==> config.mk <==
export PLATFORM = sky130hd
export DESIGN_NAME = mul_unit
export DESIGN_NICKNAME = d
export VERILOG_FILES = /design/src/rtl/mul_pkg.sv /design/src/rtl/mul_unit.sv
export SDC_FILE = /design/constraint.sdc
export NUM_CORES = 1
export LEC_CHECK = 0
export ABC_AREA = 1
export CAP_MARGIN = 20
export CORE_MARGIN = 2
export CORE_UTILIZATION = 28
export DETAILED_ROUTE_END_ITERATION = 8
export GPL_TIMING_DRIVEN = 1
export PLACE_DENSITY_LB_ADDON = 0.3
export SLEW_MARGIN = 20
export SYNTH_ARGS = -nofsm -noshare
export SYNTH_HDL_FRONTEND = slang
export SYNTH_SLANG_ARGS = --single-unit
==> constraint.sdc <==
create_clock -name clk -period 4.5 [get_ports clk]
set_clock_uncertainty 0.1 [all_clocks]
set_input_delay 0.9 -clock clk [delete_from_list [all_inputs] [get_ports clk]]
set_output_delay 0.9 -clock clk [all_outputs]
set_load 0.005 [all_outputs]
==> src/rtl/mul_pkg.sv <==
// ============================================================================
// Module   : mul_pkg
// Purpose  : Shared encodings for the iterative multiplier and its controller.
// Revision : 1.0  initial release
// ============================================================================
`default_nettype none

package mul_pkg;

  localparam int MUL_ITER = 32;

  typedef enum logic [1:0] {
    MUL_OP   = 2'b00,
    MLA_OP   = 2'b01,
    UMULL_OP = 2'b10,
    SMULL_OP = 2'b11
  } mul_cmd_e;

  typedef enum logic [1:0] {
    IDLE = 2'b00,
    RUN  = 2'b01,
    FIX  = 2'b10,
    DONE = 2'b11
  } mul_state_e;

endpackage

`default_nettype wire

==> src/rtl/mul_unit.sv <==
// ============================================================================
// Module   : mul_unit
// Purpose  : Radix-2 shift-add multiplier for MUL/MLA/UMULL/SMULL, fixed latency.
// Revision : 1.0  initial release
// ============================================================================
`default_nettype none

module mul_unit
  import mul_pkg::*;
#(
  parameter int WIDTH = 32
) (
  input  logic             clk,
  input  logic             reset,
  input  logic             Start,
  input  logic [1:0]       MulCmd,
  input  logic [WIDTH-1:0] SrcA,
  input  logic [WIDTH-1:0] SrcB,
  input  logic [WIDTH-1:0] Acc,
  output logic             Busy,
  output logic             Done,
  output logic [WIDTH-1:0] ResultLo,
  output logic [WIDTH-1:0] ResultHi,
  output logic [3:0]       MulFlags
);

  localparam int CNT_W = $clog2(MUL_ITER);

  mul_state_e         state_q, state_d;
  mul_cmd_e           cmd_q, cmd_d;
  logic [WIDTH-1:0]   acc_q, acc_d;
  logic               neg_q, neg_d;
  logic [2*WIDTH-1:0] mcand_q, mcand_d;
  logic [WIDTH-1:0]   mplier_q, mplier_d;
  logic [2*WIDTH-1:0] prod_q, prod_d;
  logic [CNT_W-1:0]   cnt_q, cnt_d;
  logic               last_q, last_d;
  logic               busy_q, busy_d;
  logic               done_q, done_d;
  logic [WIDTH-1:0]   lo_q, lo_d;
  logic [WIDTH-1:0]   hi_q, hi_d;
  logic [3:0]         flags_q, flags_d;

  logic [WIDTH-1:0]   abs_a, abs_b;
  logic [2*WIDTH-1:0] fix_prod;
  logic               fix_n, fix_z;

  always_comb begin
    state_d  = state_q;
    cmd_d    = cmd_q;
    acc_d    = acc_q;
    neg_d    = neg_q;
    mcand_d  = mcand_q;
    mplier_d = mplier_q;
    prod_d   = prod_q;
    cnt_d    = cnt_q;
    last_d   = last_q;
    lo_d     = lo_q;
    hi_d     = hi_q;
    flags_d  = flags_q;
    // 0x80000000 negates to itself, which is the correct unsigned magnitude
    abs_a    = SrcA[WIDTH-1] ? (~SrcA + 1'b1) : SrcA;
    abs_b    = SrcB[WIDTH-1] ? (~SrcB + 1'b1) : SrcB;
    fix_prod = neg_q ? (~prod_q + 1'b1) : prod_q;
    fix_n    = 1'b0;
    fix_z    = 1'b0;

    case (state_q)
      IDLE: begin
        if (Start) begin
          state_d = RUN;
          cmd_d   = mul_cmd_e'(MulCmd);
          acc_d   = Acc;
          prod_d  = '0;
          cnt_d   = '0;
          last_d  = 1'b0;
          if (mul_cmd_e'(MulCmd) == SMULL_OP) begin
            mcand_d  = {{WIDTH{1'b0}}, abs_a};
            mplier_d = abs_b;
            neg_d    = SrcA[WIDTH-1] ^ SrcB[WIDTH-1];
          end else begin
            mcand_d  = {{WIDTH{1'b0}}, SrcA};
            mplier_d = SrcB;
            neg_d    = 1'b0;
          end
        end
      end

      RUN: begin
        // one idle RUN cycle after the final iteration keeps Start-to-Done at 35
        if (last_q) begin
          state_d = FIX;
        end else begin
          if (mplier_q[0]) begin
            prod_d = prod_q + mcand_q;
          end
          mcand_d  = mcand_q << 1;
          mplier_d = mplier_q >> 1;
          cnt_d    = cnt_q + 1'b1;
          if (cnt_q == CNT_W'(MUL_ITER - 1)) begin
            last_d = 1'b1;
          end
        end
      end

      FIX: begin
        state_d = DONE;
        case (cmd_q)
          MUL_OP: begin
            lo_d = fix_prod[WIDTH-1:0];
            hi_d = '0;
          end
          MLA_OP: begin
            lo_d = fix_prod[WIDTH-1:0] + acc_q;
            hi_d = '0;
          end
          default: begin
            lo_d = fix_prod[WIDTH-1:0];
            hi_d = fix_prod[2*WIDTH-1:WIDTH];
          end
        endcase
        if (cmd_q == UMULL_OP || cmd_q == SMULL_OP) begin
          fix_n = hi_d[WIDTH-1];
          fix_z = ({hi_d, lo_d} == '0);
        end else begin
          fix_n = lo_d[WIDTH-1];
          fix_z = (lo_d == '0);
        end
        flags_d = {fix_n, fix_z, 2'b00};
      end

      DONE: begin
        state_d = IDLE;
      end

      default: begin
        state_d = IDLE;
      end
    endcase

    busy_d = (state_d != IDLE);
    done_d = (state_d == DONE);
  end

  always_ff @(posedge clk or negedge reset) begin
    if (!reset) begin
      state_q  <= IDLE;
      cmd_q    <= MUL_OP;
      acc_q    <= '0;
      neg_q    <= 1'b0;
      mcand_q  <= '0;
      mplier_q <= '0;
      prod_q   <= '0;
      cnt_q    <= '0;
      last_q   <= 1'b0;
      busy_q   <= 1'b0;
      done_q   <= 1'b0;
      lo_q     <= '0;
      hi_q     <= '0;
      flags_q  <= '0;
    end else begin
      state_q  <= state_d;
      cmd_q    <= cmd_d;
      acc_q    <= acc_d;
      neg_q    <= neg_d;
      mcand_q  <= mcand_d;
      mplier_q <= mplier_d;
      prod_q   <= prod_d;
      cnt_q    <= cnt_d;
      last_q   <= last_d;
      busy_q   <= busy_d;
      done_q   <= done_d;
      lo_q     <= lo_d;
      hi_q     <= hi_d;
      flags_q  <= flags_d;
    end
  end

  assign Busy     = busy_q;
  assign Done     = done_q;
  assign ResultLo = lo_q;
  assign ResultHi = hi_q;
  assign MulFlags = flags_q;

endmodule

`default_nettype wire

**Yosys cells after proc, flatten, opt, wreduce, memory -nomap -nowiden**

Cells that the tools add are included.
Widths: inputs -> output; s select.

- Bits in registers: 271
- Logic and storage cells: 80
- Output and inout port bits: 70

- Add/sub/neg operators: 6
- Reductions and logical operators: 12
- Bitwise logic cells: 4
- Multiplexer cells: 32
- Equal/unequal tests: 12

Operators with widths:

| kind | number |
|---|---|
| $mux 64 | 6 |
| $mux 32 | 10 |
| $pmux 64 s2 | 2 |
| $add 32x1->32 const B | 2 |
| $add 64x1->64 const B | 1 |
| $add 64x64->64 | 1 |
| $logic_not 64->1 | 1 |
| $not 32->32 | 2 |
| $not 64->64 | 1 |
| $pmux 32 s2 | 1 |
| $add 32x32->32 | 1 |
| $logic_not 32->1 | 1 |
| $eq 2x2->1 const B | 6 |
| $mux 5 | 2 |
| $pmux 5 s2 | 1 |
| $pmux 2 s4 | 1 |
| $mux 1 | 6 |
| $ne 2x2->1 const B | 3 |
| $add 5x1->5 const B | 1 |
| $eq 5x5->1 const B | 1 |
| $eq 2x1->1 const B | 2 |
| $logic_not 2->1 | 2 |
| $mux 2 | 2 |
| $reduce_and 2->1 | 2 |
| 7 further kinds | 8 |

**Depth between registers and ports, before layout**

- Depth after elaboration: 8
- Gate-level depth with buffers: 27
- Depth with buffers taken out: 27

**Worst setup path before layout**

Ideal clock, no wire load.

- Path type: register to register
- Start point: reg prod_q[0]
- End point: reg flags_q[3] (netlist: MulFlags[3])
- Setup slack: 1289 ps
- Period minus slack after synthesis: 3211 ps
- Cell stages (with the launch flop): 24
- Data arrival time: 3042 ps
- Setup time: 69 ps
- Path through: dfrtp_1 > inv_1 > ha_1 > nand2_2 > nor2_8 > nand2_2 > nand2_1 > nand2_1 > xor2_1 > inv_1 > ha_1 > nand2_1 > nor2_1 > nand2_1 > nor2_1 > nand2_1 > nand3_1 > a21oi_1 > or2_1 > nand3_1 > nand2_1 > a21oi_1 > nand2_1 > nand3_1

- Word-level cells in the longest chain between the ends: 7
- Elaborated cells between the ends (all ways): 9
- Those cells by class: add/sub: 2; mux: 6; bitwise: 1

Ends and longest elaborated chain:

| item | RTL line | RTL |
|---|---|---|
| from (decl) | mul_unit.sv:35 | `logic [2*WIDTH-1:0] prod_q, prod_d;` |
| from (signal assigned) | mul_unit.sv:168 | `prod_q <= prod_d;` |
| $not 64->64 | mul_unit.sv:64 | `fix_prod = neg_q ? (~prod_q + 1'b1) : prod_q;` |
| $add 64x1->64 | mul_unit.sv:64 |  |
| $mux 64 * | mul_unit.sv:64 |  |
| $add 32x32->32 | mul_unit.sv:114 | `lo_d = fix_prod[WIDTH-1:0] + acc_q;` |
| $mux 32 | mul_unit.sv:108 | `case (cmd_q)` |
| $mux 32 | mul_unit.sv:68 | `case (state_q)` |
| $mux 1 * | mul_unit.sv:122 | `if (cmd_q == UMULL_OP \|\| cmd_q == SMULL_OP) begin` |
| to (signal assigned) | mul_unit.sv:175 | `flags_q <= flags_d;` |
| to (decl) | mul_unit.sv:42 | `logic [3:0] flags_q, flags_d;` |

Mark *: on every way between the ends. The rest lies on a longest branch, timed or not. The select of a mux whose other input is x is not followed.
A chain may end at the register's enable or synchronous reset.

**Final worst setup path**

- Start point: reg prod_q[0]
- End point: reg flags_q[2] (netlist: MulFlags[2])

- Word-level cells in the longest chain between the ends: 8
- Elaborated cells between the ends (all ways): 11
- Those cells by class: add/sub: 2; mux: 6; bitwise: 1; reduce/logical: 2

Ends and longest elaborated chain:

| item | RTL line |
|---|---|
| $not 64->64 | mul_unit.sv:64 |
| $add 64x1->64 | mul_unit.sv:64 |
| $mux 64 * | mul_unit.sv:64 |
| $add 32x32->32 | mul_unit.sv:114 |
| $mux 32 | mul_unit.sv:108 |
| $mux 32 | mul_unit.sv:68 |
| $logic_not 64->1 / $logic_not 32->1 (equally long branches) | mul_unit.sv:124, mul_unit.sv:127 |
| $mux 1 * | mul_unit.sv:122 |

Marks and branches as above.

==> flow_summary.toml <==
[synth]
yosysTopAreaCell = "dfrtp_1"
async_reset_ff_share_pct = 100
synthDistinctLibCells = 59
synth_edf_count = 0
yosysTopAreaCellShare_pct = 31.7
ys_ff_latch = 271
syn-cell-area_mm2 = 0.0214
yosys_warnings = 0
syn_inst = 3323
synth-seq-area-share_pct = 31.7
ys.flop_type = "dfrtp_1"
syn_avg_cell_area_um2 = 6.43
yosys-top-cells-area = "dfrtp_1 (32%), nand2_1 (18%), nor2_1 (7.3%)"

[layout]
final_cells = 4474
final_cell_mix = "nand2_1 (1006), nor2_1 (411), inv_1 (375)"
drive_above_1_share_pct = 4.23
final_common_cell = "nand2_1"
utilization_pct = 33.5
syn2layout_area_growth_pct = 18.9
final_nets = 3679

[cts]
cts.path.max_buffers = 3
ctsHtreeMaxLevel = 2
cts_buffers = 36
postCtsSetupBuffers = 0
clk_pin_slew_ns = 0.06
ctsRootBufferMaster = "clkbuf_16"
cts_sinks = 271
cts_tree = "yes"
postCtsHoldBufs = 0
insertion_delay_ns = 0.57
cts-resized-gates = 0

[worst_hold_path]
hold_path.class = "in2async"

[timing]
tightest_slew_ns = 1.11
min_period_ns = 3.83
rsz0062_at_grt = "no"
fmax_mhz = 261
fin_setup_tns_ns = 0
finalHoldViolations = 0
whs_ns = 0.291
min_period_over_period_pct = 85.1
final-setup-viol-count = 0
slew_headroom_pct = 25.8
slew_violations = 0

[pwr]
ir_worst_vdd_mv = 0.302
switching_share_pct = 50.5
net-switching-power_mw = 8.54
comb_power_share_pct = 58.8
powerDensity_mw_per_mm2 = 665
cellInternalPower_mw = 8.38
p_leak_nw = 12.3
clock_power_share_pct = 17.1
seqPwrFrac_pct = 24.0

[floorplan]
initial_utilization_pct = 28.2
die_area_mm2 = 0.0786
coreArea_mm2 = 0.0758
fp-row-count = 101
die_x_um = 280
die_h_um = 280
ioPinCount = 171

[critical_path]
r2r-end = "MulFlags[2]"
critPathRequiredTime_ns = 4.90
reg2regPathDepth = 22
cp-start-kind = "register"
cp_max_fo = 8
critical_path_class = "reg2reg"
crit_path_end_kind = "register"
cp.arrival_ns = 4.23
r2r_slack_ns = 0.67
reg2reg_from = "prod_q[0]"

[drt]
drt_first_iter_violations = 1426
drcViolationCount = 0
wl_per_cell_um = 17.4
vias_per_cell = 4.90
drtAntennaViolNets = 0
vias = 21938
firstDrtPassIters = 6
wl_mm = 77.7

[place]
dpl.hpwl_mm = 62.3
io_buffers = 168
gp_congestion = 0.961
placedCellCount = 4410

[grt]
grt_util_all_layers_pct = 19.7
overflow = 0
grt_pass1_vias = 21072
grt_start_max_net_pins = 102
grt_antenna_before_repair = 5
grt_first_pass_wirelength_mm = 121

[run_status]
status = "complete, no violations"

[flow_run]
drv_cap = 0
==> how the worst max path moves through the flow <==
| stage | start | endpoint | slack [ns] |
|---|---|---|---|
| final | prod_q[0] | MulFlags[2] | 0.67 |
| after global routing | prod_q[0] | MulFlags[3] | 0.24 |
| after CTS | prod_q[0] | MulFlags[2] | 0.62 |
| after detailed placement | prod_q[0] | MulFlags[2] | 0.67 |
| after global placement | prod_q[0] | MulFlags[2] | 0.74 |
| after floorplan | prod_q[0] | MulFlags[3] | 1.29 |
==> registers in the layout, summed over array words and instances, names as in the netlist <==
signal,count
cnt_q,5
Busy,1
neg_q,1
Done,1
ResultHi,32
mcand_q,64
MulFlags,2
cmd_q,2
acc_q,32
prod_q,64
state_q,2
last_q,1
ResultLo,32
mplier_q,32
==> routing by layer <==
| layer | track usage (%) | vias up | routed length (um) |
|---|---|---|---|
| li1 | - | 11204 | - |
| met1 | 26.7 | 10068 | 36100 |
| met2 | 32.4 | 539 | 35200 |
| met3 | 2.55 | 125 | 3880 |
| met4 | 6.32 | 2 | 2520 |
| met5 | 0 | - | 12 |
==> logic make-up after synthesis <==
logic type	count (synthesis)	share of synthesized area, %
AND/OR/NAND/NOR	1758	34.0
AO/OA/AOI/OAI	660	17.4
adder cells (fa/ha/maj)	108	6.39
other	1	0.0175
XOR/XNOR	45	1.84
flip-flops	271	31.7
multiplexers	1	0.0468
buffers and inverters	479	8.54
==> power groups by stage <==
stage	registers [mW]	clock network (mW)	logic, mW
final	4.06	2.90	9.96
after global routing	4.17	3.08	11.3
after CTS	4.06	2.99	9.96
after floorplan	3.77	0	6.76
after global placement	4.09	0	9.92
after detailed placement	4.08	0	9.93
==> critical path, cell delays in order (launching register included) <==
cell,delay (ns)
dfrtp_1,0.39
inv_1,0.14
ha_1,0.25
nand2_2,0.13
nor2_8,0.20
nand3_4,0.12
nand2_2,0.16
o21ai_1,0.08
nand2_1,0.06
nand2_1,0.07
ha_1,0.38
nand2_1,0.12
nor3_1,0.43
nand4_1,0.31
nand2_1,0.13
nand2_1,0.05
nand3_1,0.10
nand2_1,0.07
nor2_1,0.13
nand3_1,0.07
nor2_1,0.10
nand3_1,0.09
nand2_1,0.07
==> cell type report <==
type	instances	area [um2]
fillers	8294	50400
multi-input cells	2574	12800
flip-flops and latches	271	6780
repair buffers	201	1980
inverters	386	1450
well taps	978	1220
clock buffers	54	1060
clock inverters	9	114
diodes	1	2.50
==> cell usage after synthesis, types with 5 or more instances <==
master and n:
nand2_1 1007, nor2_1 414, inv_1 376, dfrtp_1 271
o21ai_0 260, a21oi_1 206, nand3_1 199, ha_1 106
clkbuf_1 66, o22ai_1 47, o211ai_1 41, nand4_1 39
xor2_1 38, nor3_1 25, a31oi_1 23, o21bai_1 16
buf_2 14, nand2_2 12, a21o_1 11, buf_1 10
or2_2 10, a21boi_0 9, nand3b_1 9, nor2_2 9
o21ai_1 8, o31ai_1 8, nor4_1 7, xnor2_1 7
o221ai_1 6, clkinv_1 5, inv_2 5
==> per-stage QoR <==
step                instance area, um2  power, mW  setup WS [ns]
floorplan                        21400       10.5           1.29
global placement                 24200       14.0          0.742
detailed placement               24200       14.0          0.667
CTS                              25400       17.0          0.621
global route                     25400       18.5          0.244
finish                           25400       16.9          0.672
(Power assumes the default switching activity.)
